`src/rtl/memwb_pkg.sv`:
```
// memwb_pkg: shared definitions for the memory/write-back controller.
//   state_t  - FSM state encoding (IDLE, MEM, WB, HALTED)
//   REG_ZERO - hard-wired zero register; writes to it are suppressed
// Optional feature macro used by this slice: MEMWB_TIMEOUT_EN
package memwb_pkg;

  typedef enum logic [1:0] {
    IDLE   = 2'd0,
    MEM    = 2'd1,
    WB     = 2'd2,
    HALTED = 2'd3
  } state_t;

  localparam logic [4:0] REG_ZERO = 5'd0;

endpackage

```
`src/rtl/memwb_ctrl_if.sv`:
```
// memwb_ctrl_if: bundles the execute-stage handshake, the data-memory
// request bus and the register-file write port of the MEM/WB controller.
//   slave  modport - seen by memwb_ctrl (takes instructions, drives memory/RF)
//   master modport - seen by the environment (execute stage, memory, RF)
// Optional feature macro used by this slice: MEMWB_TIMEOUT_EN (no effect here)
interface memwb_ctrl_if #(
  parameter int ADDR_W = 5,
  parameter int DATA_W = 32
);
  // execute-stage handshake and instruction fields
  logic              in_valid;
  logic              in_ready;
  logic              reg_we;
  logic              is_load;
  logic              is_store;
  logic              is_halt;
  logic [4:0]        dstreg_num;
  logic [DATA_W-1:0] alu_result;
  logic [DATA_W-1:0] op2;
  // data memory request/ack bus
  logic              dmem_req;
  logic              dmem_we;
  logic [ADDR_W-1:0] dmem_addr;
  logic [DATA_W-1:0] dmem_wdata;
  logic              dmem_ack;
  logic [DATA_W-1:0] dmem_rdata;
  // register-file write port
  logic              rf_we;
  logic [4:0]        rf_waddr;
  logic [DATA_W-1:0] rf_wdata;

  modport slave (
    input  in_valid, reg_we, is_load, is_store, is_halt, dstreg_num,
           alu_result, op2, dmem_ack, dmem_rdata,
    output in_ready, dmem_req, dmem_we, dmem_addr, dmem_wdata,
           rf_we, rf_waddr, rf_wdata
  );

  modport master (
    output in_valid, reg_we, is_load, is_store, is_halt, dstreg_num,
           alu_result, op2, dmem_ack, dmem_rdata,
    input  in_ready, dmem_req, dmem_we, dmem_addr, dmem_wdata,
           rf_we, rf_waddr, rf_wdata
  );

endinterface

```
`src/rtl/memwb_ctrl_timeout.sv`:
```
// memwb_timeout: wait-cycle counter for an outstanding memory request.
//   clk, rst    - clock and asynchronous active-high reset
//   clr         - restart the count (request just issued)
//   en          - one more cycle elapsed without an ack
//   expired     - this is the TIMEOUT_CYC-th cycle without an ack
// Only instantiated when MEMWB_TIMEOUT_EN is defined.
module memwb_timeout #(
  parameter int TIMEOUT_CYC = 16
) (
  input  logic clk,
  input  logic rst,
  input  logic clr,
  input  logic en,
  output logic expired
);

  localparam int CW = $clog2(TIMEOUT_CYC + 1);

  logic [CW-1:0] cnt_q;
  logic [CW-1:0] cnt_d;

  // next count: clear wins over increment
  always_comb begin
    cnt_d = cnt_q;
    if (clr) begin
      cnt_d = '0;
    end else if (en) begin
      cnt_d = cnt_q + CW'(1);
    end else begin
      cnt_d = cnt_q;
    end
  end

  // count register
  always_ff @(posedge clk or posedge rst) begin
    if (rst) begin
      cnt_q <= '0;
    end else begin
      cnt_q <= cnt_d;
    end
  end

  // cnt_q counts earlier ack-less cycles, so the current one is number cnt_q+1
  assign expired = en && (cnt_q == CW'(TIMEOUT_CYC - 1));

endmodule

```
`src/rtl/memwb_ctrl.sv`:
```
// memwb_ctrl: memory/write-back sequencing controller.
// Accepts one executed instruction at a time (in IDLE), runs a load/store
// over the req/ack data-memory bus, pulses the register-file write port with
// ALU or load data, or enters a sticky HALTED state.
//   clk, rst    - clock, asynchronous active-high reset
//   bus         - memwb_ctrl_if.slave: execute handshake, dmem bus, RF port
//   halted      - sticky halt indication
//   busy        - in MEM or WB
//   timeout_err - (MEMWB_TIMEOUT_EN only) sticky memory-timeout flag
// With MEMWB_TIMEOUT_EN defined, a request left unacknowledged for
// TIMEOUT_CYC cycles is abandoned and the controller halts.
import memwb_pkg::*;

module memwb_ctrl #(
  parameter int ADDR_W = 5,
  parameter int DATA_W = 32
`ifdef MEMWB_TIMEOUT_EN
  , parameter int TIMEOUT_CYC = 16
`endif
) (
  input  logic         clk,
  input  logic         rst,
  memwb_ctrl_if.slave  bus,
  output logic         halted,
  output logic         busy
`ifdef MEMWB_TIMEOUT_EN
  , output logic       timeout_err
`endif
);

  state_t            state_q, state_d;
  logic [4:0]        dst_q, dst_d;
  logic [ADDR_W-1:0] addr_q, addr_d;
  logic [DATA_W-1:0] wdata_q, wdata_d;
  logic [DATA_W-1:0] rf_wdata_q, rf_wdata_d;
  logic              we_q, we_d;
  logic              ld_wb_q, ld_wb_d;   // load that must write back

  logic accept_s;
  logic mem_entry_s;
  logic alu_wb_s;
  logic ld_done_s;
  logic tmo_s;

  assign accept_s    = bus.in_valid && (state_q == IDLE);
  assign mem_entry_s = accept_s && !bus.is_halt && (bus.is_load || bus.is_store);
  assign alu_wb_s    = accept_s && !bus.is_halt && !bus.is_load && !bus.is_store && bus.reg_we;
  assign ld_done_s   = (state_q == MEM) && bus.dmem_ack && !we_q && ld_wb_q;

`ifdef MEMWB_TIMEOUT_EN
  logic timeout_err_q, timeout_err_d;

  memwb_timeout #(.TIMEOUT_CYC(TIMEOUT_CYC)) u_timeout (
    .clk     (clk),
    .rst     (rst),
    .clr     (mem_entry_s),
    .en      ((state_q == MEM) && !bus.dmem_ack),
    .expired (tmo_s)
  );

  // sticky timeout flag
  always_comb begin
    timeout_err_d = timeout_err_q | tmo_s;
  end

  // timeout flag register
  always_ff @(posedge clk or posedge rst) begin
    if (rst) begin
      timeout_err_q <= 1'b0;
    end else begin
      timeout_err_q <= timeout_err_d;
    end
  end

  assign timeout_err = timeout_err_q;
`else
  assign tmo_s = 1'b0;
`endif

  // FSM state register
  always_ff @(posedge clk or posedge rst) begin
    if (rst) begin
      state_q <= IDLE;
    end else begin
      state_q <= state_d;
    end
  end

  // FSM next state; halt beats load, load beats store, store beats ALU write
  always_comb begin
    state_d = state_q;
    case (state_q)
      IDLE: begin
        if (!accept_s) begin
          state_d = IDLE;
        end else if (bus.is_halt) begin
          state_d = HALTED;
        end else if (bus.is_load || bus.is_store) begin
          state_d = MEM;
        end else if (bus.reg_we) begin
          state_d = WB;
        end else begin
          state_d = IDLE;
        end
      end
      MEM: begin
        if (bus.dmem_ack) begin
          state_d = ld_done_s ? WB : IDLE;
        end else if (tmo_s) begin
          state_d = HALTED;
        end else begin
          state_d = MEM;
        end
      end
      WB:      state_d = IDLE;
      HALTED:  state_d = HALTED;
      default: state_d = IDLE;
    endcase
  end

  // datapath capture: fields latched when work is accepted, load data at ack
  always_comb begin
    dst_d      = dst_q;
    addr_d     = addr_q;
    wdata_d    = wdata_q;
    we_d       = we_q;
    ld_wb_d    = ld_wb_q;
    rf_wdata_d = rf_wdata_q;
    if (mem_entry_s) begin
      dst_d   = bus.dstreg_num;
      addr_d  = bus.alu_result[ADDR_W-1:0];
      wdata_d = bus.op2;
      we_d    = !bus.is_load;
      ld_wb_d = bus.is_load && bus.reg_we;
    end else if (alu_wb_s) begin
      dst_d      = bus.dstreg_num;
      rf_wdata_d = bus.alu_result;
    end else if (ld_done_s) begin
      rf_wdata_d = bus.dmem_rdata;
    end else begin
      rf_wdata_d = rf_wdata_q;
    end
  end

  // datapath registers
  always_ff @(posedge clk or posedge rst) begin
    if (rst) begin
      dst_q      <= 5'd0;
      addr_q     <= '0;
      wdata_q    <= '0;
      we_q       <= 1'b0;
      ld_wb_q    <= 1'b0;
      rf_wdata_q <= '0;
    end else begin
      dst_q      <= dst_d;
      addr_q     <= addr_d;
      wdata_q    <= wdata_d;
      we_q       <= we_d;
      ld_wb_q    <= ld_wb_d;
      rf_wdata_q <= rf_wdata_d;
    end
  end

  // FSM outputs, decoded from the state register only
  always_comb begin
    bus.in_ready = (state_q == IDLE);
    bus.dmem_req = (state_q == MEM);
    bus.rf_we    = (state_q == WB) && (dst_q != REG_ZERO);
    halted       = (state_q == HALTED);
    busy         = (state_q == MEM) || (state_q == WB);
  end

  assign bus.dmem_we    = we_q;
  assign bus.dmem_addr  = addr_q;
  assign bus.dmem_wdata = wdata_q;
  assign bus.rf_waddr   = dst_q;
  assign bus.rf_wdata   = rf_wdata_q;

endmodule
```
`src/flat_wrapper.sv`:
```
// flat-port wrapper written by rule: the top's interface ports become plain ports
module memwb_ctrl_flat 
#(
  parameter int ADDR_W = 5,
  parameter int DATA_W = 32

)
  (clk, rst, halted, busy, bus_in_valid, bus_reg_we, bus_is_load, bus_is_store, bus_is_halt, bus_dstreg_num, bus_alu_result, bus_op2, bus_dmem_ack, bus_dmem_rdata, bus_in_ready, bus_dmem_req, bus_dmem_we, bus_dmem_addr, bus_dmem_wdata, bus_rf_we, bus_rf_waddr, bus_rf_wdata);
  memwb_ctrl_if #(.ADDR_W(ADDR_W), .DATA_W(DATA_W)) bus_i ();
  input  logic clk;
  input  logic rst;
  output logic halted;
  output logic busy;
  input wire logic [$bits(bus_i.in_valid)-1:0] bus_in_valid;
  input wire logic [$bits(bus_i.reg_we)-1:0] bus_reg_we;
  input wire logic [$bits(bus_i.is_load)-1:0] bus_is_load;
  input wire logic [$bits(bus_i.is_store)-1:0] bus_is_store;
  input wire logic [$bits(bus_i.is_halt)-1:0] bus_is_halt;
  input wire logic [$bits(bus_i.dstreg_num)-1:0] bus_dstreg_num;
  input wire logic [$bits(bus_i.alu_result)-1:0] bus_alu_result;
  input wire logic [$bits(bus_i.op2)-1:0] bus_op2;
  input wire logic [$bits(bus_i.dmem_ack)-1:0] bus_dmem_ack;
  input wire logic [$bits(bus_i.dmem_rdata)-1:0] bus_dmem_rdata;
  output wire logic [$bits(bus_i.in_ready)-1:0] bus_in_ready;
  output wire logic [$bits(bus_i.dmem_req)-1:0] bus_dmem_req;
  output wire logic [$bits(bus_i.dmem_we)-1:0] bus_dmem_we;
  output wire logic [$bits(bus_i.dmem_addr)-1:0] bus_dmem_addr;
  output wire logic [$bits(bus_i.dmem_wdata)-1:0] bus_dmem_wdata;
  output wire logic [$bits(bus_i.rf_we)-1:0] bus_rf_we;
  output wire logic [$bits(bus_i.rf_waddr)-1:0] bus_rf_waddr;
  output wire logic [$bits(bus_i.rf_wdata)-1:0] bus_rf_wdata;
  assign bus_i.in_valid = bus_in_valid;
  assign bus_i.reg_we = bus_reg_we;
  assign bus_i.is_load = bus_is_load;
  assign bus_i.is_store = bus_is_store;
  assign bus_i.is_halt = bus_is_halt;
  assign bus_i.dstreg_num = bus_dstreg_num;
  assign bus_i.alu_result = bus_alu_result;
  assign bus_i.op2 = bus_op2;
  assign bus_i.dmem_ack = bus_dmem_ack;
  assign bus_i.dmem_rdata = bus_dmem_rdata;
  assign bus_in_ready = bus_i.in_ready;
  assign bus_dmem_req = bus_i.dmem_req;
  assign bus_dmem_we = bus_i.dmem_we;
  assign bus_dmem_addr = bus_i.dmem_addr;
  assign bus_dmem_wdata = bus_i.dmem_wdata;
  assign bus_rf_we = bus_i.rf_we;
  assign bus_rf_waddr = bus_i.rf_waddr;
  assign bus_rf_wdata = bus_i.rf_wdata;
  memwb_ctrl #(.ADDR_W(ADDR_W), .DATA_W(DATA_W)) u_core (.clk(clk), .rst(rst), .bus(bus_i), .halted(halted), .busy(busy));
endmodule
```
`config.mk`:
```
export PLATFORM = sky130hd
export DESIGN_NAME = memwb_ctrl_flat
export DESIGN_NICKNAME = d
export VERILOG_FILES = /design/src/rtl/memwb_pkg.sv /design/src/rtl/memwb_ctrl_if.sv /design/src/rtl/memwb_ctrl_timeout.sv /design/src/rtl/memwb_ctrl.sv /design/src/flat_wrapper.sv
export SDC_FILE = /design/constraint.sdc
export NUM_CORES = 1
export LEC_CHECK = 0
export CAP_MARGIN = 20
export CORE_MARGIN = 5
export CORE_UTILIZATION = 35
export DETAILED_ROUTE_END_ITERATION = 8
export GPL_TIMING_DRIVEN = 0
export PLACE_DENSITY = 0.74
export SETUP_SLACK_MARGIN = 0.3
export SYNTH_ARGS = -nofsm -noshare
export SYNTH_HDL_FRONTEND = slang
export SYNTH_HIERARCHICAL = 1
export SYNTH_SLANG_ARGS = --single-unit
```
`constraint.sdc`:
```
create_clock -name clk -period 4.6 [get_ports clk]
set_input_delay 0.92 -clock clk [delete_from_list [all_inputs] [get_ports clk]]
set_output_delay 0.92 -clock clk [all_outputs]
set_load 0.005 [all_outputs]
```
==> report_table.html, run 1 <==
<table>
<tr><th>Metric</th><th>Value</th></tr>
<tr><th colspan="2">Timing</th></tr>
<tr><td>Final worst clock skew</td><td>between 0.008 and 0.009 ns</td></tr>
<tr><td>Time the final worst path needs with I/O delays and setup</td><td>2.798 ns</td></tr>
<tr><td>Final slew viol count</td><td>0</td></tr>
<tr><td>RSZ-0062 raised after global routing</td><td>false</td></tr>
<tr><td>Final number of hold-violating endpoints</td><td>0</td></tr>
<tr><td>Max_slew headroom</td><td>roughly 67%</td></tr>
<tr><td>Final number of setup-violating endpoints</td><td>0</td></tr>
<tr><td>Accumulated negative setup slack</td><td>0 ns</td></tr>
<tr><td>Share of the cycle needed by the critical path after routing</td><td>60.83%</td></tr>
<tr><td>Worst-Margin Slew</td><td>roughly 0.49 ns</td></tr>
<tr><td>Achievable Freq</td><td>~0.36 GHz</td></tr>
<tr><th colspan="2">Worst setup path</th></tr>
<tr><td>Critical Path End Type</td><td>output pin</td></tr>
<tr><td>WP data arrival</td><td>~1.9 ns</td></tr>
<tr><td>Nature of the critical path startpoint</td><td>flop</td></tr>
<tr><td>Origin of the critical flop-to-flop path</td><td>u_core/state_q[0]</td></tr>
<tr><td>CP Capture Point</td><td>bus_rf_we</td></tr>
<tr><td>Cells along the critical path</td><td>or4_1 &gt; o21a_1 &gt; clkdlybuf4s50_1</td></tr>
<tr><td>Worst path max stage delay</td><td>approximately 0.52 ns</td></tr>
<tr><td>Register-to-register setup slack</td><td>about 2.7 ns</td></tr>
<tr><td>WP data required</td><td>about 3.7 ns</td></tr>
<tr><td>Crit path from</td><td>u_core/bus.rf_waddr[0]</td></tr>
<tr><td>Depth of the worst register-to-register path</td><td>6</td></tr>
<tr><td>Worst reg2reg path endpoint</td><td>u_core/bus.dmem_wdata[6]</td></tr>
<tr><td>Largest fanout on the critical path</td><td>3</td></tr>
<tr><td>WS Path Type</td><td>flop to output pin</td></tr>
<tr><td>Cell with the largest stage delay on the worst path</td><td>sky130_fd_sc_hd__or4_1</td></tr>
<tr><th colspan="2">Route</th></tr>
<tr><td>Wl on met1</td><td>roughly 3900 µm</td></tr>
<tr><td>Antenna violation net count after detailed routing</td><td>0</td></tr>
<tr><td>Post-route DRC</td><td>0</td></tr>
<tr><td>Via count</td><td>~3,000</td></tr>
<tr><td>Met3 wire length</td><td>between 900 and 1000 µm</td></tr>
<tr><td>Initial drt markers</td><td>100</td></tr>
<tr><td>Number of detailed-routing iterations run before antenna repair</td><td>4</td></tr>
<tr><td>Top Layer Used</td><td>met4</td></tr>
<tr><td>Drt via density</td><td>4.730</td></tr>
<tr><td>Met2 layer wire length in the routed design</td><td>roughly 4800 µm</td></tr>
<tr><td>Average detailed-routed wire length per instance</td><td>~16 µm</td></tr>
<tr><td>Detailed-route wire length</td><td>9802 µm</td></tr>
<tr><th colspan="2">Clock network</th></tr>
<tr><td># Post-CTS Setup Buffers</td><td>0</td></tr>
<tr><td>Root buffer cell</td><td>sky130_fd_sc_hd__clkbuf_8</td></tr>
<tr><td>Clock transition at path regs</td><td>0.07 ns</td></tr>
<tr><td>Resize count post-CTS</td><td>0</td></tr>
<tr><td>Clock tree from TritonCTS</td><td>built</td></tr>
<tr><td>Number of buffers inserted for hold repair after clock tree synthesis</td><td>0</td></tr>
<tr><td>Number of buffers created by CTS</td><td>9</td></tr>
<tr><td>Number of levels in the clock H-tree</td><td>3</td></tr>
<tr><td>Clock latency reported for the late side of the worst-skew pair</td><td>approximately 0.35 ns</td></tr>
<tr><td>Number of sinks driven by the clock tree</td><td>between 70 and 80</td></tr>
<tr><td>Clock buffer depth</td><td>2</td></tr>
<tr><th colspan="2">Final layout</th></tr>
<tr><td>P&amp;R area growth vs syn</td><td>67.74%</td></tr>
<tr><td>Most common cell after layout, fill and taps aside</td><td>sky130_fd_sc_hd__clkdlybuf4s50_1</td></tr>
<tr><td>Post-layout net count</td><td>just over 600</td></tr>
<tr><td>Fillers</td><td>just over 800</td></tr>
<tr><td>Commonest cells after routing, fill and taps aside</td><td>sky130_fd_sc_hd__clkdlybuf4s50_1, sky130_fd_sc_hd__dfrtp_1, sky130_fd_sc_hd__nand2_1, sky130_fd_sc_hd__mux2_2, sky130_fd_sc_hd__nor2_1</td></tr>
<tr><td>Fraction of layout instances using a drive strength above 1</td><td>~14%</td></tr>
<tr><td>Final Core Density</td><td>between 60% and 70%</td></tr>
<tr><td>Inserted Diodes</td><td>0</td></tr>
<tr><td>Cell Count, Final, Fillers Out</td><td>630</td></tr>
<tr><th colspan="2">Floorplan</th></tr>
<tr><td>Number of top-level pins</td><td>189</td></tr>
<tr><td>Die Y-Extent</td><td>approximately 110 µm</td></tr>
<tr><td>Die width</td><td>around 110 µm</td></tr>
<tr><td>Area enclosed by the die boundary</td><td>roughly 12,000 µm²</td></tr>
<tr><td>Initial standard-cell utilization of the core</td><td>between 30% and 40%</td></tr>
<tr><td>Area of the core region</td><td>9284 µm²</td></tr>
<tr><td>Number of rows created at floorplan</td><td>35</td></tr>
<tr><th colspan="2">Global routing</th></tr>
<tr><td>Overall routing resource usage</td><td>between 10% and 20%</td></tr>
<tr><td>First-pass GRT wire length</td><td>~16,000 µm</td></tr>
<tr><td>Largest net degree at the start of global routing</td><td>67</td></tr>
<tr><td>Initial antenna violation count</td><td>0</td></tr>
<tr><td>Via count of the first global-routing pass</td><td>slightly above 3,000</td></tr>
<tr><td>Overflow left after global routing</td><td>0</td></tr>
<tr><th colspan="2">Yosys</th></tr>
<tr><td>Net Count, Synth</td><td>around 400</td></tr>
<tr><td>Number of standard cells after synthesis</td><td>approximately 300</td></tr>
<tr><td>Proportion of synthesized area in mux cells</td><td>14.16%</td></tr>
<tr><td>Post-synthesis cell area</td><td>roughly 3300 µm²</td></tr>
<tr><td>Cell variety after synth</td><td>27</td></tr>
<tr><td>Simple-gate share of the synthesized area</td><td>13.38%</td></tr>
<tr><td>Compound-gate portion of the synthesized area</td><td>8.543%</td></tr>
<tr><td>Area share of the largest cell type after synthesis</td><td>between 50% and 60%</td></tr>
<tr><td>Avg Synthesized Cell Area</td><td>about 11 µm²</td></tr>
<tr><td>Share of the yosys chip area belonging to registers</td><td>between 50 and 60%</td></tr>
<tr><td>Register bit count reported by yosys</td><td>78</td></tr>
<tr><td>Library cell with the largest summed area after synthesis</td><td>sky130_fd_sc_hd__dfrtp_1</td></tr>
<tr><td>Largest cells by area after synthesis</td><td>sky130_fd_sc_hd__dfrtp_1, sky130_fd_sc_hd__mux2_2, sky130_fd_sc_hd__nand2_1</td></tr>
<tr><td>Dominant combinational cell family by area after synthesis</td><td>multiplexers</td></tr>
<tr><td>Xor/xnor cell area share of the yosys netlist</td><td>0%</td></tr>
<tr><td>Area share of fa/ha/maj cells after synthesis</td><td>1.873%</td></tr>
<tr><td>Syn. warnings</td><td>6</td></tr>
<tr><th colspan="2">Power and ir drop</th></tr>
<tr><td>Peak supply drop</td><td>about 0.00022 V</td></tr>
<tr><td>Leak pwr</td><td>2.343 nW</td></tr>
<tr><td>Power density over the cells</td><td>roughly 560 nW/µm²</td></tr>
<tr><th colspan="2">Placement</th></tr>
<tr><td>HPWL reported at the end of detailed placement</td><td>roughly 7500 µm</td></tr>
<tr><td>Routability Congestion</td><td>roughly 0.74</td></tr>
<tr><td>Number of port buffers</td><td>approximately 190</td></tr>
<tr><td>Number of cells after detailed placement</td><td>roughly 610</td></tr>
<tr><th colspan="2">Worst hold path</th></tr>
<tr><td>Worst hold path class</td><td>flop to flop</td></tr>
<tr><th colspan="2">Run</th></tr>
<tr><td>Max cap viols</td><td>0</td></tr>
<tr><th colspan="2">Outcome</th></tr>
<tr><td>Outcome</td><td>complete, no violations</td></tr>
</table>
## Yosys cell counts
| library cell | n |
|---|---|
| sky130_fd_sc_hd__or2_1 | 1 |
| sky130_fd_sc_hd__a32o_1 | 1 |
| sky130_fd_sc_hd__clkbuf_1 | 6 |
| sky130_fd_sc_hd__a31oi_1 | 32 |
| sky130_fd_sc_hd__nor3_2 | 1 |
| sky130_fd_sc_hd__dfrtp_1 | 78 |
| sky130_fd_sc_hd__nand3b_1 | 1 |
| sky130_fd_sc_hd__nor2_1 | 34 |
| sky130_fd_sc_hd__buf_4 | 3 |
| sky130_fd_sc_hd__buf_6 | 4 |
| sky130_fd_sc_hd__mux2_2 | 35 |
| sky130_fd_sc_hd__nor2_2 | 1 |
| sky130_fd_sc_hd__nand4_2 | 1 |
| sky130_fd_sc_hd__and4b_2 | 1 |
| sky130_fd_sc_hd__and3b_1 | 1 |
| sky130_fd_sc_hd__o21a_1 | 2 |
| sky130_fd_sc_hd__buf_2 | 3 |
| sky130_fd_sc_hd__ha_1 | 5 |
| sky130_fd_sc_hd__a21oi_1 | 4 |
| sky130_fd_sc_hd__inv_1 | 4 |
| sky130_fd_sc_hd__o21ai_2 | 1 |
| sky130_fd_sc_hd__mux2_1 | 7 |
| sky130_fd_sc_hd__or4_1 | 1 |
| sky130_fd_sc_hd__o22ai_1 | 2 |
| sky130_fd_sc_hd__nand2_1 | 65 |
| sky130_fd_sc_hd__a21boi_4 | 1 |
| sky130_fd_sc_hd__nand3_1 | 1 |
## report_power, final
part,switching [W],leakage [nW],internal [W]
Clock,0.000253,0.0948,0.000247
Sequential,0.000176,0.929,0.00103
Combinational,0.000457,1.32,0.000952
## area by class of cell
cell class / count / area, µm² / area share (%)
flip-flops and latches: 78 / 1952 / 34.84
plain buffers: 16 / 105.1 / 1.876
well taps: 129 / 161.4 / 2.881
clock buffers: 9 / 123.9 / 2.211
clock inverters: 7 / 65.06 / 1.161
repair buffers: 189 / 1909 / 34.09
multi-input cells: 198 / 1267 / 22.63
inverters: 4 / 17.52 / 0.3127
## kinds of logic (layout without fill, tap and decap cells)
kind of cell,after synthesis,count (layout)
compound gates,43,43
fa+ha+maj,5,5
buf+inv,20,225
flops,78,78
mux,42,42
simple gates,108,108
## worst max-delay path, delay by kind of cell, from the launching register on
kind	cells	cell delay (ns)
flops	1	0.40
compound gates	1	0.18
buf+inv	1	0.44
simple gates	1	0.52
## metrics by stage
| stage | power, W | cell area, µm² | worst slack, ns | hold slack (ns) |
|---|---|---|---|---|
| finish | 0.003117 | 5602 | 1.802 | 0.4868 |
| global route | 0.003339 | 5602 | 1.703 | 0.5017 |
| CTS | 0.003171 | 5602 | 1.769 | 0.4924 |
| detailed placement | 0.002654 | 5413 | 1.873 | 0.4737 |
| global placement | 0.002608 | 5383 | 0.3825 | 0.4678 |
| floorplan | 0.001696 | 3339 | 1.685 | 0.4586 |
## sequential cells by signal (all words and copies together) (netlist names)
signal,count
u_core/bus.dmem_wdata,32
u_core/ld_wb_q,1
u_core/bus.dmem_we,1
u_core/bus.rf_waddr,5
u_core/bus.rf_wdata,32
u_core/bus.dmem_addr,5
u_core/state_q,2
## routing by layer
layer / global-route usage [%] / up-vias
li1: - / 1415
met5: 0 / -
met1: 19.63 / 1425
met3: 7.798 / 12
met2: 28.64 / 128
met4: 4.509 / 0
## worst min path at each step
stage	start	end	slack, ns	depth (start not counted)
floorplan	u_core/ld_wb_q	u_core/ld_wb_q	0.46	1
global placement	u_core/bus.dmem_wdata[22]	u_core/bus.dmem_wdata[22]	0.47	1
detailed placement	u_core/bus.dmem_wdata[7]	u_core/bus.dmem_wdata[7]	0.47	1
CTS	u_core/bus.dmem_wdata[7]	u_core/bus.dmem_wdata[7]	0.49	1
global route	u_core/ld_wb_q	u_core/ld_wb_q	0.50	1
finish	u_core/bus.dmem_wdata[7]	u_core/bus.dmem_wdata[7]	0.49	1
(Power assumes the default switching activity.)
==> run 2, diff against run 1 <==
--- a/config.mk
+++ b/config.mk
@@ -10,7 +10,7 @@
 export CORE_UTILIZATION = 35
 export DETAILED_ROUTE_END_ITERATION = 8
 export GPL_TIMING_DRIVEN = 0
-export PLACE_DENSITY = 0.74
+export PLACE_DENSITY = 0.77
 export SETUP_SLACK_MARGIN = 0.3
 export SYNTH_ARGS = -nofsm -noshare
 export SYNTH_HDL_FRONTEND = slang
==> constraint.sdc (replaced) <==
create_clock -name clk -period 2.3 [get_ports clk]
set_input_delay 0.46 -clock clk [delete_from_list [all_inputs] [get_ports clk]]
set_output_delay 0.46 -clock clk [all_outputs]
set_load 0.005 [all_outputs]
==> run 2 against run 1 <==
Non-clock buffer count increased by 4. Core utilization rose by 1.1 points. Routed wire length grew 3.1%. First-iteration DRC count down 4.0%. Sequential power is 100% higher. Count of clock-buffer cells in the layout did not move. Clock power increased to 2.5 times the previous value. Die area is the same. Highest routed layer unchanged.
==> report_table.html, run 2 (same netlist as run 1, synthesis figures left out) <==
<table>
<tr><th>Metric</th><th>Value</th></tr>
<tr><th colspan="2">Route</th></tr>
<tr><td>Initial drt markers</td><td>96</td></tr>
<tr><td>Number of detailed-routing iterations run before antenna repair</td><td>4</td></tr>
<tr><td>Post-route DRC</td><td>0</td></tr>
<tr><td>Average detailed-routed wire length per instance</td><td>between 15 and 20 µm</td></tr>
<tr><td>Via count</td><td>between 3,000 and 4,000</td></tr>
<tr><td>Drt via density</td><td>approximately 4.7</td></tr>
<tr><td>Antenna violation net count after detailed routing</td><td>0</td></tr>
<tr><td>Detailed-route wire length</td><td>around 10,000 µm</td></tr>
<tr><th colspan="2">Power and ir drop</th></tr>
<tr><td>Net Sw Power</td><td>between 0.0015 and 0.002 W</td></tr>
<tr><td>Sequential share of power</td><td>around 37%</td></tr>
<tr><td>Internal power of the cells</td><td>between 0.004 and 0.005 W</td></tr>
<tr><td>Peak supply drop</td><td>around 0.00046 V</td></tr>
<tr><td>Clock power share</td><td>19.0%</td></tr>
<tr><td>Power density over the cells</td><td>roughly 1200 nW/µm²</td></tr>
<tr><td>Post-layout power</td><td>between 0.006 and 0.007 W</td></tr>
<tr><td>Switching fraction of total power</td><td>between 20% and 30%</td></tr>
<tr><td>Portion of total power attributed to combinational logic</td><td>between 40% and 50%</td></tr>
<tr><td>Leak pwr</td><td>roughly 2.4 nW</td></tr>
<tr><th colspan="2">Worst setup path</th></tr>
<tr><td>Origin of the critical flop-to-flop path</td><td>u_core/state_q[0]</td></tr>
<tr><td>Critical Path End Type</td><td>output pin</td></tr>
<tr><td>Depth of the worst register-to-register path</td><td>6</td></tr>
<tr><td>Bufs and invs on worst path</td><td>1</td></tr>
<tr><td>Cells along the critical path</td><td>or4_4 &gt; o21a_1 &gt; buf_2</td></tr>
<tr><td>Nature of the critical path startpoint</td><td>flop</td></tr>
<tr><td>WS Path Type</td><td>flop to output pin</td></tr>
<tr><td>Worst reg2reg path endpoint</td><td>u_core/bus.dmem_wdata[25]</td></tr>
<tr><td>Worst path max stage delay</td><td>around 0.52 ns</td></tr>
<tr><td>Largest fanout on the critical path</td><td>2</td></tr>
<tr><td>Cell with the largest stage delay on the worst path</td><td>sky130_fd_sc_hd__or4_4</td></tr>
<tr><td>Register-to-register setup slack</td><td>just over 0.5 ns</td></tr>
<tr><td>Worst path top cell family by delay</td><td>simple AND/OR/NAND/NOR gates</td></tr>
<tr><td>WP data arrival</td><td>roughly 1.5 ns</td></tr>
<tr><td>WP data required</td><td>about 1.8 ns</td></tr>
<tr><th colspan="2">Floorplan</th></tr>
<tr><td>Number of rows created at floorplan</td><td>35</td></tr>
<tr><td>Area enclosed by the die boundary</td><td>around 12,000 µm²</td></tr>
<tr><td>Area of the core region</td><td>9284 µm²</td></tr>
<tr><td>Initial standard-cell utilization of the core</td><td>between 30 and 40%</td></tr>
<tr><td>Number of top-level pins</td><td>189</td></tr>
<tr><td>Die width</td><td>107.7 µm</td></tr>
<tr><td>Die Y-Extent</td><td>107.7 µm</td></tr>
<tr><th colspan="2">Clock network</th></tr>
<tr><td>Clock tree from TritonCTS</td><td>built</td></tr>
<tr><td>Number of sinks driven by the clock tree</td><td>slightly below 80</td></tr>
<tr><td>Root buffer cell</td><td>sky130_fd_sc_hd__clkbuf_8</td></tr>
<tr><td>Clock buffer depth</td><td>2</td></tr>
<tr><td>Number of levels in the clock H-tree</td><td>3</td></tr>
<tr><td>Number of buffers inserted for hold repair after clock tree synthesis</td><td>0</td></tr>
<tr><td>Number of buffers created by CTS</td><td>9</td></tr>
<tr><td>Clock transition at path regs</td><td>roughly 0.090 ns</td></tr>
<tr><td>Clock latency reported for the late side of the worst-skew pair</td><td>approximately 0.34 ns</td></tr>
<tr><th colspan="2">Final layout</th></tr>
<tr><td>Most common cell after layout, fill and taps aside</td><td>sky130_fd_sc_hd__clkdlybuf4s50_1</td></tr>
<tr><td>Commonest cells after routing, fill and taps aside</td><td>sky130_fd_sc_hd__clkdlybuf4s50_1, sky130_fd_sc_hd__dfrtp_1, sky130_fd_sc_hd__nand2_1, sky130_fd_sc_hd__mux2_2, sky130_fd_sc_hd__nor2_1</td></tr>
<tr><td>Post-layout net count</td><td>just over 600</td></tr>
<tr><td>Fillers</td><td>783</td></tr>
<tr><td>Final Core Density</td><td>roughly 61%</td></tr>
<tr><td>Inserted Diodes</td><td>0</td></tr>
<tr><td>P&amp;R area growth vs syn</td><td>70.81%</td></tr>
<tr><td>Cell Count, Final, Fillers Out</td><td>634</td></tr>
<tr><td>Fraction of layout instances using a drive strength above 1</td><td>around 16%</td></tr>
<tr><th colspan="2">Timing</th></tr>
<tr><td>Final number of setup-violating endpoints</td><td>0</td></tr>
<tr><td>Share of the cycle needed by the critical path after routing</td><td>around 87%</td></tr>
<tr><td>Accumulated negative setup slack</td><td>0 ns</td></tr>
<tr><td>Final worst clock skew</td><td>0.01039 ns</td></tr>
<tr><td>Achievable Freq</td><td>around 0.5 GHz</td></tr>
<tr><td>Time the final worst path needs with I/O delays and setup</td><td>between 1.5 and 2 ns</td></tr>
<tr><td>Final number of hold-violating endpoints</td><td>0</td></tr>
<tr><td>Max_slew headroom</td><td>about two fifths</td></tr>
<tr><td>RSZ-0062 raised after global routing</td><td>true</td></tr>
<tr><td>Worst-Margin Slew</td><td>between 0.8 and 0.9 ns</td></tr>
<tr><td>Final slew viol count</td><td>0</td></tr>
<tr><th colspan="2">Global routing</th></tr>
<tr><td>First-pass GRT wire length</td><td>about 16,000 µm</td></tr>
<tr><td>Overall routing resource usage</td><td>about 18%</td></tr>
<tr><td>Via count of the first global-routing pass</td><td>~3,200</td></tr>
<tr><td>Initial antenna violation count</td><td>0</td></tr>
<tr><td>Largest net degree at the start of global routing</td><td>42</td></tr>
<tr><td>Overflow left after global routing</td><td>0</td></tr>
<tr><th colspan="2">Worst hold path</th></tr>
<tr><td>Worst hold path class</td><td>flop to flop</td></tr>
<tr><td>Number of cells traversed by the worst hold path</td><td>1</td></tr>
<tr><td>Sink of the worst hold path</td><td>u_core/bus.dmem_wdata[20]</td></tr>
<tr><td>Beginning of the worst hold path</td><td>u_core/bus.dmem_wdata[20]</td></tr>
<tr><th colspan="2">Placement</th></tr>
<tr><td>Number of port buffers</td><td>approximately 190</td></tr>
<tr><td>HPWL reported at the end of detailed placement</td><td>7787 µm</td></tr>
<tr><td>Number of cells after detailed placement</td><td>614</td></tr>
<tr><td>Routability Congestion</td><td>around 0.78</td></tr>
<tr><th colspan="2">Run</th></tr>
<tr><td>Max cap viols</td><td>0</td></tr>
<tr><th colspan="2">Outcome</th></tr>
<tr><td>Outcome</td><td>complete, no violations</td></tr>
</table>
-- run 2: cell count changes in the layout (fill, tap and decap cells not counted), sizes merged --
cell and change:
buf +5, clkdlybuf4s50 -5, dlygate4sd2 +3, bufinv +2, clkinv -1, clkinvlp -1, dlymetal6s2s +1
-- run 2: metal layers --
metal | part of all wire [%] | track usage [%]
met1 | 41 | 20.68
met3 | 8.8 | 5.939
met4 | 1.7 | 5.591
met5 | 0 | 0
met2 | 49 | 30.64
-- run 2: per-stage QoR --
step                setup slack [ns]  cell area [µm²]  hold slack, ns
floorplan                     0.5952             3343          0.4586
global route                  0.2312             5704          0.5192
finish                        0.3001             5704          0.4948
CTS                           0.2686             5688          0.4993
detailed placement           0.04958             5406          0.4788
global placement             0.03962             5386          0.4691
-- run 2: cell type report --
type / instances / area, µm² / share of cell area (%)
repair buffers: 193 / 1926 / 33.76
well taps: 129 / 161.4 / 2.830
clock inverters: 7 / 121.4 / 2.128
flip-flops and latches: 78 / 1952 / 34.22
plain buffers: 16 / 106.4 / 1.864
clock buffers: 9 / 123.9 / 2.172
multi-input cells: 198 / 1295 / 22.70
inverters: 4 / 18.77 / 0.3290
-- run 2: repair_timing --
action,in CTS,in global routing
setup buffers,4,0
gates resized for setup,12,5
setup endpoints to repair,4,8
pin swaps,2,2
-- run 2: how the worst max path moves through the flow --
stage                           startpoint                   endpoint  slack [ns]  cells after the start
floorplan                u_core/state_q[0]  u_core/bus.dmem_wdata[23]        0.60                      6
global placement                       rst    u_core/bus.dmem_addr[2]        0.04                      2
detailed placement             bus_is_load    u_core/bus.rf_wdata[18]        0.05                      6
CTS                 u_core/bus.rf_waddr[4]                  bus_rf_we        0.27                      3
global route        u_core/bus.rf_waddr[3]                  bus_rf_we        0.23                      3
finish              u_core/bus.rf_waddr[3]                  bus_rf_we        0.30                      3
-- run 2: power by group through the flow --
| stage | Sequential [W] | Combinational, W | Clock [W] |
|---|---|---|---|
| 2_1_floorplan | 0.00249 | 0.000900 | 0 |
| 3_3_place_gp | 0.00243 | 0.00280 | 0 |
| 3_5_place_dp | 0.00247 | 0.00285 | 0 |
| 4_1_cts | 0.00244 | 0.00292 | 0.00129 |
| 5_1_grt | 0.00253 | 0.00312 | 0.00134 |
| 6_report | 0.00243 | 0.00288 | 0.00125 |
-- run 2: worst reg2reg max path, stage by stage (launching register included) --
cell	delay, ns
sky130_fd_sc_hd__dfrtp_1	0.40
sky130_fd_sc_hd__inv_2	0.10
sky130_fd_sc_hd__ha_4	0.17
sky130_fd_sc_hd__nand3b_1	0.13
sky130_fd_sc_hd__nor2_2	0.28
sky130_fd_sc_hd__buf_4	0.25
sky130_fd_sc_hd__mux2_1	0.35
